--- src/rtl/spi_master.sv ---
// SPI master: sends a mode bit plus a 10-bit command word, and for read-data commands captures a byte from MISO.
// Optional abort input is enabled by defining SPI_MASTER_ABORT_EN.
module spi_master #(
    parameter int READ_WAIT = 2,
    parameter int ADDR_SIZE = 8
) (
    input  logic                 clk,
    input  logic                 rst_n,
    input  logic                 start,
    input  logic [ADDR_SIZE+1:0] cmd_data,
`ifdef SPI_MASTER_ABORT_EN
    input  logic                 abort,
`endif
    output logic                 busy,
    output logic                 done,
    output logic [ADDR_SIZE-1:0] rd_data,
    output logic                 rd_valid,
    output logic                 SS_n,
    output logic                 MOSI,
    input  logic                 MISO
);

    localparam int W = ADDR_SIZE + 2;
    localparam logic [3:0] SHIFT_LAST = 4'(W - 1);
    localparam logic [3:0] WAIT_LAST  = 4'(READ_WAIT - 1);
    localparam logic [3:0] READ_LAST  = 4'(ADDR_SIZE - 1);

    typedef enum logic [2:0] {
        S_IDLE, S_START, S_MODE, S_SHIFT, S_WAIT, S_READ, S_END
    } state_t;

    state_t               state;
    logic [3:0]           cnt;
    logic [W-1:0]         sh;
    logic [ADDR_SIZE-1:0] rx;
    logic                 is_rd;

    // Outputs are assigned for the state being entered, so they are valid in that state's cycle.
    always_ff @(posedge clk) begin
        if (!rst_n) begin
            state    <= S_IDLE;
            cnt      <= '0;
            sh       <= '0;
            rx       <= '0;
            is_rd    <= 1'b0;
            busy     <= 1'b0;
            done     <= 1'b0;
            rd_data  <= '0;
            rd_valid <= 1'b0;
            SS_n     <= 1'b1;
            MOSI     <= 1'b0;
        end else begin
            done     <= 1'b0;
            rd_valid <= 1'b0;
            case (state)
                S_IDLE: begin
                    if (start) begin
                        state <= S_START;
                        sh    <= cmd_data;
                        is_rd <= (cmd_data[W-1:W-2] == 2'b11);
                        busy  <= 1'b1;
                        SS_n  <= 1'b0;
                        MOSI  <= 1'b0;
                    end
                end
                S_START: begin
                    state <= S_MODE;
                    MOSI  <= sh[W-1];
                end
                S_MODE: begin
                    // The mode bit repeats cmd[9], so the shift register only starts moving here.
                    state <= S_SHIFT;
                    MOSI  <= sh[W-1];
                    sh    <= sh << 1;
                    cnt   <= '0;
                end
                S_SHIFT: begin
                    if (cnt == SHIFT_LAST) begin
                        cnt  <= '0;
                        MOSI <= 1'b0;
                        if (is_rd) begin
                            state <= S_WAIT;
                        end else begin
                            state <= S_END;
                            SS_n  <= 1'b1;
                            done  <= 1'b1;
                        end
                    end else begin
                        cnt  <= cnt + 4'd1;
                        MOSI <= sh[W-1];
                        sh   <= sh << 1;
                    end
                end
                S_WAIT: begin
                    if (cnt == WAIT_LAST) begin
                        cnt   <= '0;
                        state <= S_READ;
                    end else begin
                        cnt <= cnt + 4'd1;
                    end
                end
                S_READ: begin
                    rx <= {rx[ADDR_SIZE-2:0], MISO};
                    if (cnt == READ_LAST) begin
                        cnt      <= '0;
                        state    <= S_END;
                        rd_data  <= {rx[ADDR_SIZE-2:0], MISO};
                        rd_valid <= 1'b1;
                        done     <= 1'b1;
                        SS_n     <= 1'b1;
                    end else begin
                        cnt <= cnt + 4'd1;
                    end
                end
                S_END: begin
                    state <= S_IDLE;
                    busy  <= 1'b0;
                end
                default: begin
                    state <= S_IDLE;
                    busy  <= 1'b0;
                    SS_n  <= 1'b1;
                    MOSI  <= 1'b0;
                end
            endcase
`ifdef SPI_MASTER_ABORT_EN
            // Abort wins over any normal transition, including a read that completes on this edge.
            if (abort && state != S_IDLE && state != S_END) begin
                state    <= S_END;
                cnt      <= '0;
                SS_n     <= 1'b1;
                MOSI     <= 1'b0;
                done     <= 1'b1;
                rd_valid <= 1'b0;
                rd_data  <= rd_data;
            end
`endif
        end
    end

endmodule

--- config.mk ---
export PLATFORM = sky130hd
export DESIGN_NAME = spi_master
export DESIGN_NICKNAME = d
export VERILOG_FILES = /design/src/rtl/spi_master.sv
export SDC_FILE = /design/constraint.sdc
export NUM_CORES = 1
export LEC_CHECK = 0
export CELL_PAD_IN_SITES_DETAIL_PLACEMENT = 0
export CELL_PAD_IN_SITES_GLOBAL_PLACEMENT = 1
export CORE_ASPECT_RATIO = 0.75
export CORE_MARGIN = 4
export CORE_UTILIZATION = 39
export CTS_CLUSTER_SIZE = 40
export DETAILED_ROUTE_END_ITERATION = 16
export PLACE_DENSITY = 0.82
export RECOVER_POWER = 50
export SLEW_MARGIN = 20
export SYNTH_ARGS = -nofsm -noshare
export SYNTH_HDL_FRONTEND = slang
export SYNTH_SLANG_ARGS = --single-unit
export TNS_END_PERCENT = 100
--- constraint.sdc ---
create_clock -name clk -period 2.2 [get_ports clk]
set_clock_uncertainty 0.1 [all_clocks]
set_input_delay 0.44 -clock clk [delete_from_list [all_inputs] [get_ports clk]]
set_output_delay 0.44 -clock clk [all_outputs]
set_load 0.005 [all_outputs]
==> results of run 1 <==
registers in the layout (all words and copies together), names as in the netlist:
name and count:
SS_n 1, rx 7, state 3, is_rd 1, rd_data 8, done 1, MOSI 1, cnt 4
sh 10, busy 1, rd_valid 1
worst min-delay path by stage:
stage | cells past startpoint | to | start
finish | 2 | sh[0]$_SDFFE_PN0P_ | sh[0]$_SDFFE_PN0P_
global route | 2 | sh[1]$_SDFFE_PN0P_ | sh[0]$_SDFFE_PN0P_
CTS | 2 | sh[0]$_SDFFE_PN0P_ | sh[0]$_SDFFE_PN0P_
detailed placement | 2 | sh[0]$_SDFFE_PN0P_ | sh[0]$_SDFFE_PN0P_
global placement | 2 | sh[0]$_SDFFE_PN0P_ | sh[0]$_SDFFE_PN0P_
floorplan | 2 | is_rd$_SDFFE_PN0P_ | is_rd$_SDFFE_PN0P_
cell families after synthesis:
group | count (synthesis) | share of synthesized area (%)
xor gates and xnor gates | 2 | 1.05
muxes | 15 | 8.98
and+or+nand+nor | 77 | 23.1
DFF | 38 | 45.5
adders and majority gates | 2 | 1.50
AOI/OAI and AO/OA | 34 | 14.7
buffers and inverters | 16 | 5.16
cell usage after synthesis (2+ instances only):
cell type	instances	share of area, %
nand3_1	2	0.60
nand3b_1	3	1.3
a21boi_0	2	0.90
clkbuf_1	4	0.90
a311oi_1	9	4.7
o21a_1	4	1.8
o21ai_0	2	0.60
mux2i_1	15	9.0
a21oi_1	7	2.1
nand2b_1	2	0.75
o21bai_1	2	0.90
buf_4	4	1.8
buf_2	2	0.60
dfxtp_1	38	46
inv_1	4	0.90
nand4_1	2	0.75
nor3_1	2	0.60
nand2_1	25	5.6
nor2_1	24	5.4
o211ai_1	2	0.90
ha_1	2	1.5
and3_1	2	0.75
nor2b_1	8	3.0
layer usage:
metal / vias up / part of all wire (%) / GRT usage [%]
met5: - / 0 / 0
met4: 0 / 1.6 / 5.42
li1: 699 / - / -
met2: 26 / 46 / 23.7
met1: 646 / 49 / 19.6
met3: 4 / 3.9 / 3.56
where the power goes:
group          switching [W]  internal (W)
clock network       0.000241      0.000334
logic               0.000105      0.000101
registers          0.0000325      0.000726
total               0.000379       0.00116
through the flow:
stage,hold slack (ns),worst slack (ns),instance area [um2],cells
after floorplan,0.345,0.514,1670,184
after global placement,0.362,0.222,2000,261
after detailed placement,0.362,0.110,2000,261
after CTS,0.374,0.367,2110,269
after global routing,0.414,0.240,2100,269
final,0.375,0.355,2100,269
final cells by class:
cell class,instances,share of cell area (%)
Clock buffer,5,3.27
Clock inverter,3,1.90
Inverter,4,0.714
Multi-Input combinational cell,130,39.2
Sequential cell,38,36.2
Tap cell,55,3.27
Timing Repair Buffer,34,15.5
worst register-to-register path: stages (launching register included):
cell     delay [ns]
dfxtp_1        0.42
ha_1           0.23
or3b_2         0.50
nand3_1        0.16
nand4_1        0.12
and3_1         0.21
layout by cell type (no fill, tap or decap), types with 2 or more instances in the layout:
cell / Yosys / routed
inv_1: 4 / 4
clkbuf_8: 0 / 5
clkbuf_1: 4 / 2
nor3_1: 2 / 2
nand4_1: 2 / 2
nand3b_1: 3 / 3
mux2i_1: 15 / 15
o21bai_1: 2 / 2
dlygate4sd3_1: 0 / 12
o21ai_0: 2 / 2
a21oi_1: 7 / 7
ha_1: 2 / 2
clkinv_2: 0 / 2
o21a_1: 4 / 4
nor2b_1: 8 / 8
o211ai_1: 2 / 2
nand3_1: 2 / 2
a21boi_0: 2 / 2
buf_4: 4 / 5
a311oi_1: 9 / 9
dfxtp_1: 38 / 38
nor2_1: 24 / 24
nand2_1: 25 / 25
clkdlybuf4s50_1: 0 / 14
and3_1: 2 / 2
nand2b_1: 2 / 2
==> results.json, run 1 <==
{
  "post_drt_via_cell_ratio": 5.11,
  "cpPeakStageDelay_ns": 0.50,
  "gp_congestion": 0.839,
  "root_buffer": "clkbuf_8",
  "finalSetupViolCount": 0,
  "path_cells": "ha_1, or3b_2, nand3_1, nand4_1, and3_1",
  "rows": 20,
  "clkLatencyLatePin_ns": 0.29,
  "grt-ovfl-total": 0,
  "firstDrtPassIters": 4,
  "r2r-end": "cnt[3]$_SDFFE_PN0P_",
  "max_cap_viol_count": 0,
  "crit_arrival_ns": 1.92,
  "cts_sinks": 38,
  "drc": 0,
  "portBuffers": 26,
  "syn_to_final_growth_pct": 25.8,
  "cts_setup_buffers": 0,
  "cp-startpoint": "cnt[0]$_SDFFE_PN0P_",
  "r2r-start": "cnt[0]$_SDFFE_PN0P_",
  "yosys_register_bits": 38,
  "grt_usage_pct": 14.9,
  "start_util_pct": 40.7,
  "dp_hpwl_um": 2810,
  "synth_edf_count": 0,
  "die-area_um2": 5410,
  "grt_pass1_wl_um": 6420,
  "slew_viol_final": 0,
  "path_depth": 5,
  "fin_crit_ns": 1.85,
  "htree_num_levels": 2,
  "dieWidth_um": 83.6,
  "core_area_um2": 4100,
  "setup_tns_ns": 0,
  "clockBufferDepth": 2,
  "ant_nets": 0,
  "seqCellArea_um2": 761,
  "cp.required_ns": 2.28,
  "power_w": 0.00154,
  "avgSynthCellArea_um2": 9.08,
  "r2r_cells": 5,
  "io_pins": 27,
  "r2r_slack_ns": 0.35,
  "yosysUniqueCellTypes": 40,
  "antenna_found_initial": 0,
  "cp_top_family": "simple AND/OR/NAND/NOR gates",
  "ys_seq_area_share_pct": 45.5,
  "relSlewSlack_pct": 67.4,
  "netlist_area_um2": 1670,
  "clk_pin_slew_ns": 0.07,
  "die_h_um": 64.7,
  "synth_flop_cell": "dfxtp_1",
  "n_fill_cell": 406,
  "max-vdd-ir-drop_mv": 0.289,
  "rsz0062_at_grt": "false",
  "p_per_area_nw_per_um2": 732,
  "vias": 1375,
  "end_kind": "flip-flop",
  "grt_pass1_vias": 1379,
  "multi_input_area_um2": 825,
  "status": "finished, final reports clean",
  "synthCells": 184,
  "synthesis.nets": 200,
  "startpoint_type": "flip-flop",
  "slowest_stage": "or3b_2",
  "worst_slew_pin_slew_ns": 0.488,
  "hold_viol_final": 0,
  "nets": 229,
  "wl_um": 3730,
  "yosysWarnings": 0,
  "fin_util_pct": 51.2,
  "holdBufCountCts": 0,
  "antenna_cells": 0,
  "cp.buffers_inverters": 0,
  "drive_gt1_share_pct": 8.41,
  "power_leakage_nw": 0.853,
  "path_max_fanout": 5,
  "crit_end": "cnt[3]$_SDFFE_PN0P_",
  "wl_per_cell_um": 13.9,
  "numCtsBuffers": 5,
  "synthArstFlopShare_pct": 0,
  "cts_tree": "done",
  "finalCritPeriodShare_pct": 83.9,
  "grt_start_max_net_pins": 20,
  "max_clock_freq_mhz": 542,
  "drt_iter0_markers": 88,
  "critical_path_class": "flip-flop to flip-flop",
  "holdCritPathClass": "flip-flop to flip-flop",
  "cts_resized": 0
}
(Power assumes the default switching activity.)
==> run 2, diff against run 1 <==
==> constraint.sdc (replaced) <==
create_clock -name clk -period 1.7 [get_ports clk]
set_clock_uncertainty 0.1 [all_clocks]
set_input_delay 0.34 -clock clk [delete_from_list [all_inputs] [get_ports clk]]
set_output_delay 0.34 -clock clk [all_outputs]
set_load 0.005 [all_outputs]
==> results.json, run 2 (synthesis gave the netlist of run 1 again) <==
{
  "status": "complete, but fails checks",
  "relSlewSlack_pct": 68.6,
  "p_sw_share_pct": 26.9,
  "n_fill_cell": 366,
  "firstDrtPassIters": 4,
  "grt_pass1_vias": 1352,
  "r2r_cells": 7,
  "startpoint_type": "flip-flop",
  "slew_viol_final": 0,
  "layout_commonest_cell": "dfxtp_1",
  "crit_arrival_ns": 1.81,
  "critical_path_class": "flip-flop to flip-flop",
  "p_comb_share_pct": 20.7,
  "p_per_area_nw_per_um2": 853,
  "worst_slew_pin_slew_ns": 0.459,
  "die-area_um2": 5410,
  "clkLatencyLatePin_ns": 0.29,
  "drt_iter0_markers": 124,
  "largest_register": "sh",
  "die_h_um": 64.7,
  "slowest_stage": "dfxtp_2",
  "cts_tree": "done",
  "max-vdd-ir-drop_mv": 0.451,
  "cpPeakStageDelay_ns": 0.34,
  "hold_viol_final": 0,
  "setup_tns_ns": -0.240,
  "drc": 0,
  "max_cap_viol_count": 0,
  "root_buffer": "clkbuf_8",
  "cp-startpoint": "cnt[1]$_SDFFE_PN0P_",
  "htree_num_levels": 2,
  "reg_top3": "sh (10), rd_data (8), rx (7)",
  "finalCritPeriodShare_pct": 102,
  "grt_start_max_net_pins": 15,
  "vias": 1503,
  "dp_hpwl_um": 2860,
  "hold_path_end": "is_rd$_SDFFE_PN0P_",
  "cts_sinks": 38,
  "dieWidth_um": 83.6,
  "post_drt_via_cell_ratio": 5.18,
  "numCtsBuffers": 5,
  "ant_nets": 0,
  "wl_um": 4320,
  "path_max_fanout": 6,
  "pwr-share-clk_pct": 31.6,
  "syn_to_final_growth_pct": 43.8,
  "wl_per_cell_um": 14.9,
  "nets": 250,
  "gp_congestion": 0.870,
  "final_cell_mix": "dfxtp_1 (34), clkdlybuf4s50_1 (26), nand2_1 (24)",
  "core_area_um2": 4100,
  "max_clock_freq_mhz": 574,
  "clockBufferDepth": 2,
  "path_cells": "inv_2, ha_4, and4b_4, nor4_4, buf_4, bufbuf_16, a311oi_2",
  "power_w": 0.00205,
  "rows": 20,
  "p_seq_share_pct": 47.6,
  "rsz0062_at_grt": "true",
  "holdCritPathClass": "flip-flop to flip-flop",
  "p_switching_w": 0.000551,
  "clk_pin_slew_ns": 0.08,
  "drive_gt1_share_pct": 25.1,
  "portBuffers": 26,
  "largest_reg_flops": 10,
  "grt-ovfl-total": 0,
  "r2r-end": "sh[7]$_SDFFE_PN0P_",
  "violations": "negative setup slack",
  "start_util_pct": 40.7,
  "holdBufCountCts": 0,
  "p_int_w": 0.00150,
  "io_pins": 27,
  "cp.required_ns": 1.77,
  "antenna_cells": 0,
  "hold_start": "is_rd$_SDFFE_PN0P_",
  "power_leakage_nw": 0.966,
  "finalSetupViolCount": 7,
  "r2r-start": "cnt[1]$_SDFFE_PN0P_",
  "end_kind": "flip-flop",
  "grt_usage_pct": 15.6,
  "r2r_slack_ns": -0.04,
  "antenna_found_initial": 0,
  "layout_setup_ws_ns": -0.0421,
  "worstHoldPathCells": 2,
  "grt_pass1_wl_um": 6690,
  "fin_crit_ns": 1.74
}
-- run 2: power by group through the flow --
| stage | clock (W) | combinational (W) | sequential, W |
|---|---|---|---|
| after floorplan | 0 | 0.000187 | 0.000980 |
| after global placement | 0 | 0.000299 | 0.000991 |
| after detailed placement | 0 | 0.000308 | 0.000992 |
| after CTS | 0.000652 | 0.000364 | 0.000974 |
| after global routing | 0.000695 | 0.000459 | 0.000982 |
| final | 0.000648 | 0.000425 | 0.000976 |
-- run 2: layer usage --
| layer | share of wire (%) | track usage, % |
|---|---|---|
| met5 | 0 | 0 |
| met4 | 0 | 6.02 |
| met1 | 51 | 22.2 |
| met2 | 45 | 22.8 |
| met3 | 3.6 | 3.56 |
-- run 2: worst max path at each step --
stage               cells past startpoint            endpoint  slack [ns]
finish                                  7  sh[7]$_SDFFE_PN0P_       -0.04
global route                            8  sh[3]$_SDFFE_PN0P_        -0.1
CTS                                     7  sh[2]$_SDFFE_PN0P_        0.01
detailed placement                      6  sh[7]$_SDFFE_PN0P_       -0.23
global placement                        6  sh[1]$_SDFFE_PN0P_       -0.13
floorplan                               6  sh[5]$_SDFFE_PN0P_        0.01
-- run 2: what timing repair did --
item | CTS | global route
pin swaps | 2 | 12
endpoints found under the setup margin | 13 | 20
setup buffers | 3 | 5
cloned | 2 | 2
gates resized for setup | 8 | 23
hold endpoints to repair | 0 | 0
-- run 2: critical path, delay by kind of cell, from the launching register on --
kind	cells	cell delay, ns
buf+inv	3	0.50
fa+ha+maj	1	0.16
compound gates	1	0.09
flops	1	0.34
simple gates	2	0.43
-- run 2: cell type report --
type	instances	area (um2)	area share, %
clock inverter	1	5.00	0.208
tap	55	68.8	2.86
timing repair buffer	55	529	22.0
sequential	38	766	31.9
multi-input combinational	130	933	38.8
inverter	4	15.0	0.625
clock buffer	7	86.3	3.59
-- run 2: stage by stage --
stage	area [um2]	hold WS, ns	std cells	utilization (%)	worst slack [ns]
2_1_floorplan	1670	0.345	184	-	0.0145
3_3_place_gp	2090	0.361	273	51.0	-0.133
3_5_place_dp	2090	0.361	273	51.0	-0.234
4_1_cts	2270	0.377	285	55.3	0.00962
5_1_grt	2400	0.423	290	58.6	-0.0982
6_report	2400	0.385	290	58.6	-0.0421
